### src/rtl/fetch_prefetch_queue.sv
// Instruction prefetch queue: credit-limited in-order fetch requests, response FIFO with
// branch flush and stale-response dropping, sticky protocol error on unsolicited responses.
module fetch_prefetch_queue #(
    parameter int DATA_W  = 32,
    parameter int ADDR_W  = 32,
    parameter int DEPTH   = 4,
    parameter int PC_STEP = 4
) (
    input  logic                   clk_i,
    input  logic                   rst_ni,
    input  logic                   freeze_i,
    input  logic                   branch_taken_i,
    input  logic [ADDR_W-1:0]      branch_adr_i,
    output logic                   req_valid_o,
    input  logic                   req_ready_i,
    output logic [ADDR_W-1:0]      req_addr_o,
    input  logic                   resp_valid_i,
    input  logic [DATA_W-1:0]      resp_data_i,
    output logic                   out_valid_o,
    output logic [DATA_W-1:0]      out_instr_o,
    output logic [ADDR_W-1:0]      out_pc_o,
    output logic [$clog2(DEPTH):0] occupancy_o,
    output logic                   protocol_err_o
);

    localparam int PW = $clog2(DEPTH);
    localparam int CW = PW + 1;
    localparam logic [ADDR_W-1:0] STEP    = ADDR_W'(PC_STEP);
    localparam logic [CW:0]       DEPTH_W = (CW+1)'(DEPTH);

    logic [ADDR_W-1:0] fetch_pc_q, fetch_pc_d;
    logic [ADDR_W-1:0] resp_pc_q, resp_pc_d;
    logic [CW-1:0]     outst_q, outst_d;
    logic [CW-1:0]     drop_q, drop_d;
    logic [CW-1:0]     occ_q, occ_d;
    logic [PW-1:0]     head_q, head_d;
    logic [PW-1:0]     tail_q, tail_d;
    logic              perr_q, perr_d;

    logic [DATA_W-1:0] mem_instr_q [DEPTH];
    logic [ADDR_W-1:0] mem_pc_q    [DEPTH];

    logic [CW:0] credit_sum;
    logic        accept;
    logic        resp_ok;
    logic        resp_err;
    logic        push;
    logic        stale;
    logic        pop;

    // Requests are credited against queue space plus everything still in flight, so a
    // kept response can never find the queue full.
    assign credit_sum  = {1'b0, occ_q} + {1'b0, outst_q};
    assign req_valid_o = rst_ni && (credit_sum < DEPTH_W) && !branch_taken_i;
    assign req_addr_o  = fetch_pc_q;
    assign accept      = req_valid_o && req_ready_i;

    assign resp_ok  = resp_valid_i && (outst_q != '0);
    assign resp_err = resp_valid_i && (outst_q == '0);
    assign push     = resp_ok && (drop_q == '0) && !branch_taken_i;
    assign stale    = resp_ok && (drop_q != '0) && !branch_taken_i;

    assign out_valid_o    = (occ_q != '0);
    assign pop            = out_valid_o && !freeze_i && !branch_taken_i;
    assign out_instr_o    = mem_instr_q[head_q];
    assign out_pc_o       = mem_pc_q[head_q] + STEP;
    assign occupancy_o    = occ_q;
    assign protocol_err_o = perr_q;

    always_comb begin
        fetch_pc_d = fetch_pc_q;
        resp_pc_d  = resp_pc_q;
        drop_d     = drop_q;
        head_d     = head_q;
        tail_d     = tail_q;
        perr_d     = perr_q | resp_err;
        outst_d    = outst_q + CW'(accept) - CW'(resp_ok);
        occ_d      = occ_q + CW'(push) - CW'(pop);

        if (accept) fetch_pc_d = fetch_pc_q + STEP;
        if (push) begin
            resp_pc_d = resp_pc_q + STEP;
            tail_d    = tail_q + PW'(1);
        end
        if (stale) drop_d = drop_q - CW'(1);
        if (pop)   head_d = head_q + PW'(1);

        // A redirect flushes everything; a response landing in the same cycle is already
        // answered, so only the remaining in-flight requests need dropping later.
        if (branch_taken_i) begin
            fetch_pc_d = branch_adr_i;
            resp_pc_d  = branch_adr_i;
            drop_d     = outst_q - CW'(resp_ok);
            head_d     = '0;
            tail_d     = '0;
            occ_d      = '0;
        end
    end

    always_ff @(posedge clk_i or negedge rst_ni) begin
        if (!rst_ni) begin
            fetch_pc_q <= '0;
            resp_pc_q  <= '0;
            outst_q    <= '0;
            drop_q     <= '0;
            occ_q      <= '0;
            head_q     <= '0;
            tail_q     <= '0;
            perr_q     <= 1'b0;
        end else begin
            fetch_pc_q <= fetch_pc_d;
            resp_pc_q  <= resp_pc_d;
            outst_q    <= outst_d;
            drop_q     <= drop_d;
            occ_q      <= occ_d;
            head_q     <= head_d;
            tail_q     <= tail_d;
            perr_q     <= perr_d;
        end
    end

    // Storage needs no reset: entries are only visible through out_valid.
    always_ff @(posedge clk_i) begin
        if (push) begin
            mem_instr_q[tail_q] <= resp_data_i;
            mem_pc_q[tail_q]    <= resp_pc_q;
        end
    end

endmodule

### config.mk
export PLATFORM = sky130hd
export DESIGN_NAME = fetch_prefetch_queue
export DESIGN_NICKNAME = d
export VERILOG_FILES = /design/src/rtl/fetch_prefetch_queue.sv
export SDC_FILE = /design/constraint.sdc
export NUM_CORES = 1
export LEC_CHECK = 0
export CORE_ASPECT_RATIO = 0.8
export CORE_MARGIN = 4
export CORE_UTILIZATION = 45
export DETAILED_ROUTE_END_ITERATION = 7
export GPL_TIMING_DRIVEN = 1
export PLACE_DENSITY = 0.72
export SETUP_SLACK_MARGIN = 0.4
export SLEW_MARGIN = 20
export SYNTH_ARGS = -nofsm -noshare
export SYNTH_HDL_FRONTEND = slang
export SYNTH_SLANG_ARGS = --single-unit
export TNS_END_PERCENT = 20
### constraint.sdc
create_clock -name clk_i -period 4.2 [get_ports clk_i]
set_input_delay 0.63 -clock clk_i [delete_from_list [all_inputs] [get_ports clk_i]]
set_output_delay 0.63 -clock clk_i [all_outputs]
set_load 0.05 [all_outputs]
# [After elaboration in Yosys (flattened, before gate mapping)]
# Memory sizes are Yosys's and may differ from the RTL's.
# Index checks and enable logic that the tools add are counted.
# Widths: inputs -> output; s select.
[word_totals] mem_count=2 wordCells=59 output_inout_bits=102 latchBits=0 ff_bits=78 mem_bits_rw=256 mem_bits_ro=0
[classes] bitwise_logic=1 div_mod_pow=0 n_eq_ne=0 n_lt_le_gt_ge=1 n_mux=13 multipliers=0 n_reduce_logical=22 n_addsub=12 n_shift=0
[mem_list] memory="mem_instr_q" depth=4 word_bits=32 rd=1 rd_clocked_by_memory_dff=0 wr=1 line="40" source="logic [DATA_W-1:0] mem_instr_q [DEPTH];"
[mem_list] memory="mem_pc_q" depth=4 word_bits=32 rd=1 rd_clocked_by_memory_dff=0 wr=1 line="41" source="logic [ADDR_W-1:0] mem_pc_q [DEPTH];"
[op_table] op="$mux 32" n=4
[op_table] op="$add 32x3->32 const B" n=3
[op_table] op="$logic_and 1x1->1" n=11
[op_table] op="$mux 3" n=3
[op_table] op="$reduce_bool 3->1" n=3
[op_table] op="$sub 3x1->3" n=3
[op_table] op="$mux 2" n=4
[op_table] op="$reduce_bool 2->1" n=4
[op_table] op="$add 3x1->3" n=2
[op_table] op="$logic_not 3->1" n=2
[op_table] op="$add 2x1->2 const B" n=2
[op_table] op="$add 3x3->4" n=1
[op_table] op="$lt 4x3->1 const B" n=1
[op_table] op="$sub 3x1->3 const B" n=1
[op_table] op="$logic_not 1->1" n=2
[op_table] op="$mux 1" n=2
[op_table] op="$or 1x1->1" n=1

# [Logic depth before layout (Yosys ltp)]
# Gate-level depths: netlist of run 1.
[logic_depth] ltp_word=7 mapped_depth=13

# [Least setup slack after synthesis of run 1]
# Ideal clock, no wire load.
[synth_timing] path_type="reg-to-reg" start="register drop_q[0]" end="memory mem_instr_q[0][0] (enable)" arrival_time_ns=3.014 t_required_ns=3.771 path_stages_with_launch=7 setup_ns=0.429 n_path_buf=1 slack_ns=0.757 cell_sequence="dfrtp_1 > inv_1 > ha_1 > nor2b_1 > and2_0 > clkbuf_1 > and3_1"
[synth_between] elab_chain_len=5
[synth_rtl] item="start: declaration" line="34" source="logic [CW-1:0] drop_q, drop_d;"
[synth_rtl] item="start signal: assignment" line="114" source="drop_q <= drop_d;"
[synth_rtl] item="$logic_not 3->1" line="60" source="assign push = resp_ok && (drop_q == '0) && !branch_taken_i;"
[synth_rtl] item="$logic_and 1x1->1 (2 in series)" line="60"
[synth_rtl] item="$mux 1" line="124" source="if (push) begin"
[synth_rtl] item="$mux 1 (not written as such)" line="125" source="mem_instr_q[tail_q] <= resp_data_i;"
[synth_rtl] item="end: declaration" line="40"
# No other way between the ends.

# [Worst setup path in the final report of run 1]
[layout_timing] start="register head_q[1]" end="output out_pc_o[23]"
[layout_between] elab_chain_len=2
[layout_rtl] item="start: declaration" line="36" source="logic [PW-1:0] head_q, head_d;"
[layout_rtl] item="start signal: assignment" line="107" source="head_q <= '0;"
[layout_rtl] item="start signal: assignment" line="116" source="head_q <= head_d;"
[layout_rtl] item="$mem_v2 4x32"
[layout_rtl] item="$add 32x3->32" line="66" source="assign out_pc_o = mem_pc_q[head_q] + STEP;"
[layout_rtl] item="end: declaration" line="21" source="output logic [ADDR_W-1:0] out_pc_o,"
# No other way between the ends.

==> results of run 1 <==
==> metal layers <==
layer / routed length, µm / up-vias
met2: 14490 / 328
li1: - / 3991
met4: 498 / 0
met1: 15070 / 4423
met5: 0 / -
met3: 2211 / 50
==> final timing paths <==
path / start / endpoint / cells after the start
worst max-delay path: head_q[1] / out_pc_o[23] / 7
worst min-delay path: protocol_err_o / protocol_err_o / 1
worst max register to register: outst_q[2] / outst_q[2] / 11
worst min register to register: protocol_err_o / protocol_err_o / 1
max in group asynchronous: rst_ni / head_q[0] / 3
min in group asynchronous: rst_ni / req_addr_o[19] / 2
==> cells by family after synthesis <==
group / share of synthesized area
AO/OA/AOI/OAI: 0.04934
XOR/XNOR: 0.03797
adder cells (fa/ha/maj): 0.01767
buffers and inverters: 0.02178
flip-flops: 0.6740
multiplexers: 0.1047
AND/OR/NAND/NOR: 0.09457
==> critical path: cells and delay by family, from the launching register on <==
kind | cells | cell delay (ns)
xor+xnor | 1 | 0.23
simple gates | 3 | 0.88
flops | 1 | 0.63
mux | 1 | 0.30
buf+inv | 2 | 0.54
==> metrics by stage <==
step / hold WS [ns] / setup slack, ns / cells / util / total power [µW]
finish: 0.4887 / 0.4946 / 1562 / 0.5691 / 10260
global route: 0.5087 / 0.3540 / 1562 / 0.5691 / 10730
CTS: 0.4873 / 0.3591 / 1556 / 0.5663 / 10320
detailed placement: 0.4723 / 0.7333 / 1492 / 0.5297 / 7343
floorplan: 0.3344 / 0.7565 / 919 / - / 6252
global placement: 0.4547 / 0.7487 / 1492 / 0.5297 / 7296
==> timing repair <==
| action | CTS | global route |
|---|---|---|
| endpoints found under the setup margin | 43 | 37 |
| gates cloned | 0 | 0 |
| hold buffers | 1 | 0 |
| gates resized for setup | 0 | 7 |
| pin swaps | 2 | 1 |
| setup buffers | 4 | 6 |
| endpoints found under the hold margin | 8 | 0 |
==> sequential cells by signal, indices dropped and copies added, names as in the netlist <==
| register | flops |
|---|---|
| outst_q | 3 |
| tail_q | 2 |
| protocol_err_o | 1 |
| occupancy_o | 3 |
| drop_q | 3 |
| mem_instr_q | 128 |
| req_addr_o | 32 |
| resp_pc_q | 32 |
| mem_pc_q | 128 |
| head_q | 2 |
==> cells in the final DEF (no fill, tap or decap), types with 32 or more instances in the layout <==
cell type	count
sky130_fd_sc_hd__buf_4	40
sky130_fd_sc_hd__clkbuf_16	37
sky130_fd_sc_hd__clkdlybuf4s50_1	143
sky130_fd_sc_hd__dfrtp_1	76
sky130_fd_sc_hd__edfxtp_1	256
sky130_fd_sc_hd__mux4_2	59
sky130_fd_sc_hd__nand2_1	74
sky130_fd_sc_hd__nand3_1	32
sky130_fd_sc_hd__o21ai_0	51
sky130_fd_sc_hd__xnor2_1	42
==> final cells by class <==
type	count	area, µm²	area share
clock inverters	12	113.9	0.006367
well taps	420	525.5	0.02939
clock buffers	47	963.4	0.05387
repair buffers	204	2120	0.1185
inverters	31	116.4	0.006507
flip-flops and latches	334	9644	0.5393
multi-input cells	514	4400	0.2461
==> power breakdown <==
part | switching (µW) | internal [µW]
sequential | 246 | 3790
combinational | 1990 | 1310
clock | 1190 | 1730
==> out/qor_table.md, run 1 <==
| Quantity | This run |
|:---|:---|
| Status | finished, final reports clean |
| Final setup vio count | 0 |
| Initial antenna violation count | 0 |
| Tightest slew margin relative to the limit | 0.3945 |
| Final wirelength | 32.28 mm |
| Area overhead of the layout relative to synthesis | 25.04% |
| Port buffer count | 171 |
| Transition time at the pin with the least slew margin | 0.9082 ns |
| Wire length of the first global-routing pass | 50.92 mm |
| Number of nets in the finished design | 1208 |
| IO Count | 172 |
| Number of nets still failing antenna checks after routing | 0 |
| Worst Clk Skew | 0.02308 ns |
| Cell seen most often among critical-path stages | sky130_fd_sc_hd__buf_4 |
| Remaining Overflow, GRT | 0 |
| Die height | 167.5 µm |
| Ys async rst share | 0.2335 |
| Startpoint type of the worst setup path | flop |
| Pins Over Slew Limit | 0 |
| Overall fraction of global-route tracks in use | 0.1837 |
| Antenna cell count | 0 |
| Cell with the most instances after synthesis | sky130_fd_sc_hd__edfxtp_1 |
| Average cell area after synthesis | 15.56 µm² |
| DP HPWL | 21.16 mm |
| Number of maximum-capacitance constraint violations | 0 |
| Insertion delay of the later-clocked pin in the worst-skew pair | 0.51 ns |
| Critical Path Slowest Stage Cell | sky130_fd_sc_hd__dfrtp_2 |
| CTS H-tree depth | 2 |
| CTS Buf Count | 34 |
| Worst-path clk slew | 0.06 ns |
| Fill count | 2418 |
| Cells along the critical path | buf_4 > mux4_2 > nand4_4 > nor4_1 > nand4_1 > xnor2_1 > buf_4 |
| Hold Fails Final Rpt | 0 |
| Routability congestion estimate | 0.8434 |
| Number of enable-type register cells in the synthesized netlist | 256 |
| Cell Area, Placed | 16650 µm² |
| Most frequent cells after synthesis | sky130_fd_sc_hd__edfxtp_1 (256), sky130_fd_sc_hd__dfrtp_1 (78), sky130_fd_sc_hd__nand2_1 (74) |
| Ratio of cells with drive above 1 in the final layout | 0.1602 |
| Number of vias after detailed routing | 8792 |
| Clock tree from TritonCTS | done |
| Count of routing violations after the opening detailed-route iteration | 573 |
| Cells taking the most area after synthesis | sky130_fd_sc_hd__edfxtp_1 (54%), sky130_fd_sc_hd__dfrtp_1 (14%), sky130_fd_sc_hd__mux4_2 (9.3%) |
| Library cells used by synthesis | 49 |
| Width of the chip | 207.3 µm |
| P_leak | 0.006164 µW |
| Starting utilization of the core area | 0.4552 |
| Post-synth design cell area | 14300 µm² |
| IR Drop Worst-Case VDD | 402.2 µV |
| Worst setup path class | reg -> out |
| Met2 Resource Use GR | 0.2759 |
| Slowest Stage Delay on Critical Path | 0.63 ns |
| Clock tree buffer depth | 3 |
| Synth Warn # | 0 |
| Grt peak-use layer | met1 |
| Met1 routing resource usage after global routing | 0.2854 |
| Detail-routed net length per standard cell | 20.67 µm |
| Post-synth top area cell | sky130_fd_sc_hd__edfxtp_1 |
| CTS root buffer | sky130_fd_sc_hd__clkbuf_16 |
| TritonRoute pass-1 iters | 5 |
| Summed area of non-filler cells in the final layout | 17880 µm² |
| Register-to-register setup slack | 1.39 ns |
| Share of the cycle needed by the critical path after routing | 0.8822 |
| Synth top area share | 0.5375 |
| Die outline area | 34720 µm² |
| GR met3 Demand/Resource | 0.03334 |
| Hold Path Class | reg -> reg |
| Predominant post-synthesis flop cell | sky130_fd_sc_hd__edfxtp_1 |
| Flip-flop and latch count after synthesis | 334 |
| Via count of the first global-routing pass | 8761 |
| Data arrival time at the worst-slack endpoint | 3.08 ns |
| Maximum fanout along the worst path | 15 |
| Number of cells produced by synthesis | 919 |
| Worst setup EP type | primary output |
| Nets in the synthesized netlist | 1008 |
| RSZ-0062 raised after global routing | yes |
| Setup TNS after final layout | 0 ns |
| DRC violations left | 0 |
| Pin count of the biggest net entering global routing | 75 |
| Power Density | 573.9 nW/µm² |
| Clk sinks | 334 |
| Portion of the post-synthesis area used by sequential elements | 0.6740 |
| Number of standard-cell rows in the floorplan | 58 |
| Required time worst endpoint | 3.57 ns |
| Achievable clock frequency | 0.2699 GHz |
| Core Region | 31420 µm² |
| Via density per instance | 5.629 |
| Clock period minus final worst setup slack | 3.705 ns |
Note: power is estimated with default switching activity, not from simulation.
==> inputs of run 2 (changes only) <==
--- a/config.mk
+++ b/config.mk
@@ -9,10 +9,10 @@
 export CORE_MARGIN = 4
 export CORE_UTILIZATION = 45
 export DETAILED_ROUTE_END_ITERATION = 7
-export GPL_TIMING_DRIVEN = 1
+export GPL_TIMING_DRIVEN = 0
 export PLACE_DENSITY = 0.72
 export SETUP_SLACK_MARGIN = 0.4
-export SLEW_MARGIN = 20
+export SLEW_MARGIN = 30
 export SYNTH_ARGS = -nofsm -noshare
 export SYNTH_HDL_FRONTEND = slang
 export SYNTH_SLANG_ARGS = --single-unit
==> run 2 against run 1 <==
Cell count increased by 1.2%; largest cell class unchanged; sequential share of layout area hardly changed; via count rose by 1.4%; critical path depth fell by 1; first-iteration DRC count increased by 15%; critical path type unchanged.
==> out/qor_table.md, run 2 (synthesized netlist as in run 1, its figures left out) <==
| Quantity | This run |
|:---|:---|
| Power Density | 568.6 nW/µm² |
| Count of routing violations after the opening detailed-route iteration | 660 |
| Combinational power share | 0.316 |
| Width of the chip | 207.3 µm |
| Via count of the first global-routing pass | 9077 |
| Antenna cell count | 0 |
| Die outline area | 34720 µm² |
| Initial antenna violation count | 0 |
| Leading registers by flop count | mem_instr_q x128, mem_pc_q x128 |
| DP HPWL | 23.15 mm |
| Number of standard-cell rows in the floorplan | 58 |
| Hold Fails Final Rpt | 0 |
| Clock tree from TritonCTS | done |
| Data arrival time at the worst-slack endpoint | 3.34 ns |
| Total net switching power | 3463 µW |
| Cells along the critical path | buf_6 > mux4_2 > nand4_2 > nor4_1 > xor2_1 > clkdlybuf4s50_1 |
| Core Region | 31420 µm² |
| IO Count | 172 |
| CTS H-tree depth | 2 |
| Crit-path leading delay family | buffers and inverters |
| Overall fraction of global-route tracks in use | 0.1936 |
| Critical Path Slowest Stage Cell | sky130_fd_sc_hd__clkdlybuf4s50_1 |
| Via density per instance | 5.636 |
| Wire length of the first global-routing pass | 53.16 mm |
| Ratio of cells with drive above 1 in the final layout | 0.1378 |
| Startpoint type of the worst setup path | flop |
| Leading cell types in the layout, fill and taps excluded | sky130_fd_sc_hd__edfxtp_1 (256), sky130_fd_sc_hd__clkdlybuf4s50_1 (142), sky130_fd_sc_hd__dfrtp_1 (78), sky130_fd_sc_hd__nand2_1 (74), sky130_fd_sc_hd__mux4_2 (59) |
| P_int | 6699 µW |
| Maximum fanout along the worst path | 10 |
| Pin count of the biggest net entering global routing | 48 |
| Achievable clock frequency | 0.2521 GHz |
| CTS root buffer | sky130_fd_sc_hd__clkbuf_16 |
| Share of power burned in registers | 0.394 |
| Number of nets still failing antenna checks after routing | 0 |
| Insertion delay of the later-clocked pin in the worst-skew pair | 0.52 ns |
| Worst setup path class | reg -> out |
| Number of nets in the finished design | 1226 |
| Total Power Consumption | 10160 µW |
| Hold Path Class | in -> async |
| Tightest slew margin relative to the limit | 0.4312 |
| Clock tree buffer depth | 3 |
| Share of the core filled with cells in the final layout | 0.5688 |
| RSZ-0062 raised after global routing | yes |
| Startpoint of the worst register-to-register path | outst_q[2] |
| Clock period minus final worst setup slack | 3.967 ns |
| Summed area of non-filler cells in the final layout | 17870 µm² |
| Most frequent standard cell in the layout excluding fill and tap cells | sky130_fd_sc_hd__edfxtp_1 |
| TritonRoute pass-1 iters | 5 |
| Clock network fraction of total power | 0.290 |
| Final setup vio count | 0 |
| Number of buffer and inverter stages on the critical path | 2 |
| Worst Clk Skew | 0.01674 ns |
| Source of the critical timing path | head_q[0] |
| Starting utilization of the core area | 0.4552 |
| P_leak | 0.006188 µW |
| IR Drop Worst-Case VDD | 603.9 µV |
| Required time worst endpoint | 3.57 ns |
| Clk sinks | 334 |
| Fill count | 2401 |
| Final wirelength | 33.74 mm |
| DRC violations left | 0 |
| Number of vias after detailed routing | 8911 |
| Worst setup EP type | primary output |
| Detail-routed net length per standard cell | 21.34 µm |
| Setup TNS after final layout | 0 ns |
| Status | finished, final reports clean |
| Pins Over Slew Limit | 0 |
| CTS Buf Count | 34 |
| Worst hold slack | 0.05324 ns |
| Area overhead of the layout relative to synthesis | 24.96% |
| Routability congestion estimate | 0.8978 |
| Die height | 167.5 µm |
| Port buffer count | 171 |
| Share of the cycle needed by the critical path after routing | 0.9445 |
| Worst-path clk slew | 0.07 ns |
| Remaining Overflow, GRT | 0 |
| Number of maximum-capacitance constraint violations | 0 |
| Fraction of power spent switching nets | 0.3408 |
| Cell Area, Placed | 16680 µm² |
| Transition time at the pin with the least slew margin | 0.8454 ns |
| Slowest Stage Delay on Critical Path | 0.82 ns |
[run 2: cell count changes in the layout (fill, tap and decap cells not counted), moves of 4 or more]
cell                              delta
sky130_fd_sc_hd__and3_2              -4
sky130_fd_sc_hd__and3_4              +4
sky130_fd_sc_hd__buf_12             -12
sky130_fd_sc_hd__buf_2               +9
sky130_fd_sc_hd__buf_4              -34
sky130_fd_sc_hd__clkbuf_1           +17
sky130_fd_sc_hd__clkdlybuf4s15_2     +8
sky130_fd_sc_hd__dlygate4sd2_1       +6
sky130_fd_sc_hd__dlymetal6s2s_1      +8
sky130_fd_sc_hd__xnor2_1             +5
sky130_fd_sc_hd__xnor2_2             -5
[run 2: cell type report]
| cell class | instances | area, µm² | area share |
|---|---|---|---|
| multi-input cells | 514 | 4387 | 0.2455 |
| repair buffers | 182 | 1918 | 0.1073 |
| well taps | 420 | 525.5 | 0.02940 |
| plain buffers | 40 | 209.0 | 0.01169 |
| clock inverters | 20 | 193.9 | 0.01085 |
| inverters | 31 | 116.4 | 0.006511 |
| flip-flops and latches | 334 | 9639 | 0.5393 |
| clock buffers | 40 | 883.3 | 0.04943 |
[run 2: path summary, 6_finish.rpt]
check	to	slack, ns	cells after the start
setup / recovery	out_pc_o[13]	0.23	6
hold / removal	req_addr_o[20]	0.05	2
setup reg to reg	outst_q[2]	0.70	12
hold reg to reg	protocol_err_o	0.46	1
max in group asynchronous	req_addr_o[18]	3.54	2
min in group clk_i	protocol_err_o	0.46	1
[run 2: metrics by stage]
| step | cells | setup slack (ns) |
|---|---|---|
| after floorplan | 919 | 0.7565 |
| after global placement | 1510 | -2.458 |
| after detailed placement | 1515 | 0.1567 |
| after CTS | 1581 | 0.1307 |
| after global routing | 1581 | 0.07933 |
| final | 1581 | 0.2330 |
[run 2: power groups by stage]
stage	Combinational, µW	Sequential (µW)	Clock [µW]
after floorplan	2040	4210	0
after global routing	3420	4030	3150
after CTS	3250	4000	3000
final	3210	4000	2940
after global placement	3210	4070	0
after detailed placement	3260	4060	0
[run 2: routing by layer]
layer	part of all wire	vias to the layer above	GRT usage	routed length, µm
met5	0	-	0	0
met4	0.020	0	0.04167	690
met3	0.071	52	0.03802	2397
met2	0.45	359	0.2927	15240
met1	0.46	4480	0.2960	15410
li1	-	4020	-	-
[run 2: timing repair]
action                                  4_1_cts  5_1_grt
hold buffers                                  2        0
hold endpoints to repair                      3        0
setup buffers                                 4        0
pin swaps                                     2        0
resized for setup                            50       12
endpoints found under the setup margin       54       55
==> inputs of run 3 (changes only) <==
--- a/config.mk
+++ b/config.mk
@@ -5,13 +5,15 @@
 export SDC_FILE = /design/constraint.sdc
 export NUM_CORES = 1
 export LEC_CHECK = 0
+export CAP_MARGIN = 0
 export CORE_ASPECT_RATIO = 0.8
 export CORE_MARGIN = 4
 export CORE_UTILIZATION = 45
 export DETAILED_ROUTE_END_ITERATION = 7
 export GPL_TIMING_DRIVEN = 0
-export PLACE_DENSITY = 0.72
+export PLACE_DENSITY = 0.74
 export SETUP_SLACK_MARGIN = 0.4
+export SKIP_CTS_REPAIR_TIMING = 1
 export SLEW_MARGIN = 30
 export SYNTH_ARGS = -nofsm -noshare
 export SYNTH_HDL_FRONTEND = slang
==> constraint.sdc (replaced) <==
create_clock -name clk_i -period 3.6 [get_ports clk_i]
set_input_delay 0.54 -clock clk_i [delete_from_list [all_inputs] [get_ports clk_i]]
set_output_delay 0.54 -clock clk_i [all_outputs]
set_load 0.05 [all_outputs]
==> run 3 against run 2 <==
Highest routed layer unchanged; the flow now finishes with violations (hold timing); worst hold slack worse by 0.065 ns; register-to-register slack got worse by 0.44 ns; critical path type unchanged; sequential power is 17% higher.
==> out/qor_table.md, run 3 (synthesized netlist as in run 1, its figures left out) <==
| Quantity | This run |
|:---|:---|
| Status | complete, but fails checks |
| Violated checks | hold timing |
| Starting utilization of the core area | 0.4552 |
| Share of the core filled with cells in the final layout | 0.5672 |
| Hold Fails Final Rpt | 10 |
| Most frequent standard cell in the layout excluding fill and tap cells | sky130_fd_sc_hd__edfxtp_1 |
| Core Region | 31420 µm² |
| Slowest Stage Delay on Critical Path | 0.44 ns |
| Width of the chip | 207.3 µm |
| Number of standard-cell rows in the floorplan | 58 |
| Source of the critical timing path | head_q[0] |
| Tightest slew margin relative to the limit | 0.3623 |
| Startpoint of the worst register-to-register path | outst_q[2] |
| Cells along the critical path | buf_6 > mux4_2 > nand4_4 > nor4_4 > buf_6 > nand4_1 > xnor2_1 > buf_4 |
| Overall fraction of global-route tracks in use | 0.1953 |
| Die height | 167.5 µm |
| Clock period minus final worst setup slack | 3.372 ns |
| Final setup vio count | 0 |
| Number of nets still failing antenna checks after routing | 0 |
| Summed area of non-filler cells in the final layout | 17820 µm² |
| Worst setup EP type | primary output |
| RSZ-0062 raised after global routing | yes |
| Via density per instance | 5.650 |
| Initial antenna violation count | 0 |
| Pins Over Slew Limit | 0 |
| Maximum fanout along the worst path | 10 |
| Clock tree buffer depth | 3 |
| Worst hold slack | -0.01135 ns |
| Required time worst endpoint | 3.06 ns |
| Number of buffer and inverter stages on the critical path | 3 |
| Power Density | 673.3 nW/µm² |
| Share of the cycle needed by the critical path after routing | 0.9367 |
| Crit-path leading delay family | simple AND/OR/NAND/NOR gates |
| Via count of the first global-routing pass | 9066 |
| Antenna cell count | 0 |
| Hold Path Class | in -> async |
| Pin count of the biggest net entering global routing | 64 |
| Wire length of the first global-routing pass | 53.34 mm |
| Port buffer count | 171 |
| Transition time at the pin with the least slew margin | 0.9477 ns |
| Leading registers by flop count | mem_instr_q x128, mem_pc_q x128 |
| Data arrival time at the worst-slack endpoint | 2.83 ns |
| IR Drop Worst-Case VDD | 460.3 µV |
| Clock tree from TritonCTS | done |
| Number of nets in the finished design | 1229 |
| Achievable clock frequency | 0.2966 GHz |
| Worst setup path class | reg -> out |
| DRC violations left | 0 |
| Final wirelength | 34.30 mm |
| Number of vias after detailed routing | 8955 |
| Worst Clk Skew | 0.01756 ns |
| CTS H-tree depth | 2 |
| P_leak | 0.006238 µW |
| Setup TNS after final layout | 0 ns |
| Count of routing violations after the opening detailed-route iteration | 750 |
| Critical Path Slowest Stage Cell | sky130_fd_sc_hd__dfrtp_2 |
| Cell seen most often among critical-path stages | sky130_fd_sc_hd__buf_6 |
| Area overhead of the layout relative to synthesis | 24.61% |
| Startpoint type of the worst setup path | flop |
| Remaining Overflow, GRT | 0 |
| Clk sinks | 334 |
| Ratio of cells with drive above 1 in the final layout | 0.1777 |
| Cell Area, Placed | 16690 µm² |
| TritonRoute pass-1 iters | 8 |
| Detail-routed net length per standard cell | 21.64 µm |
| DP HPWL | 23.66 mm |
| Number of maximum-capacitance constraint violations | 0 |
| Leading cell types in the layout, fill and taps excluded | sky130_fd_sc_hd__edfxtp_1 (256), sky130_fd_sc_hd__clkdlybuf4s50_1 (110), sky130_fd_sc_hd__dfrtp_1 (77), sky130_fd_sc_hd__nand2_1 (74), sky130_fd_sc_hd__mux4_2 (60) |
| IO Count | 172 |
| Worst-path clk slew | 0.06 ns |
| Insertion delay of the later-clocked pin in the worst-skew pair | 0.51 ns |
| CTS Buf Count | 35 |
| Routability congestion estimate | 0.9246 |
| Die outline area | 34720 µm² |
| CTS root buffer | sky130_fd_sc_hd__clkbuf_16 |
-- run 3: worst paths after layout --
kind,end,slack (ns),depth (start not counted)
worst max-delay path,out_pc_o[22],0.23,8
worst min-delay path,drop_q[0],-0.01,2
worst max register to register,outst_q[2],0.26,12
worst min register to register,protocol_err_o,0.46,1
max in group asynchronous,tail_q[0],2.48,2
min in group clk_i,protocol_err_o,0.46,1
-- run 3: layer usage --
metal  wire [µm]  global-route usage  vias up
met5           0                   0        -
met4         559             0.04138        0
met3        2570             0.04645       52
met2       15900              0.3010      335
met1       15270              0.2880     4542
li1            -                   -     4026
-- run 3: area by class of cell --
cell class | count | area (µm²)
fillers | 2499 | 13600
clock buffers | 46 | 969.7
multi-input cells | 514 | 4403
clock inverters | 16 | 165.2
well taps | 420 | 525.5
repair buffers | 184 | 1735
plain buffers | 40 | 264.0
flip-flops and latches | 334 | 9641
inverters | 31 | 118.9
-- run 3: worst reg2reg max path, cell delays in order, from the launching register on --
cell                       delay (ns)
sky130_fd_sc_hd__dfrtp_1         0.45
sky130_fd_sc_hd__ha_1            0.31
sky130_fd_sc_hd__nor4b_1         0.29
sky130_fd_sc_hd__and4_1          0.24
sky130_fd_sc_hd__clkbuf_2        0.23
sky130_fd_sc_hd__inv_2           0.15
sky130_fd_sc_hd__buf_1           0.32
sky130_fd_sc_hd__ha_1            0.38
sky130_fd_sc_hd__inv_1           0.04
sky130_fd_sc_hd__ha_1            0.18
sky130_fd_sc_hd__fa_1            0.37
sky130_fd_sc_hd__xnor2_1         0.14
sky130_fd_sc_hd__xnor2_1         0.13
-- run 3: power breakdown --
part / internal, µW / total (µW) / switching [µW]
clock network: 2120 / 3570 / 1450
logic: 1360 / 3750 / 2390
registers: 4420 / 4680 / 259
-- run 3: per-stage QoR --
stage                     total power, µW  worst slack [ns]  std cells  hold slack [ns]
final                               12000            0.2280       1585         -0.01135
after global routing                12540           0.05517       1585         0.001083
after CTS                           12140           -0.8422       1577          -0.1656
after detailed placement             8564           -0.3207       1515           0.3892
after global placement               8496            -2.975       1510           0.4443
after floorplan                      7291            0.1575        919           0.2444
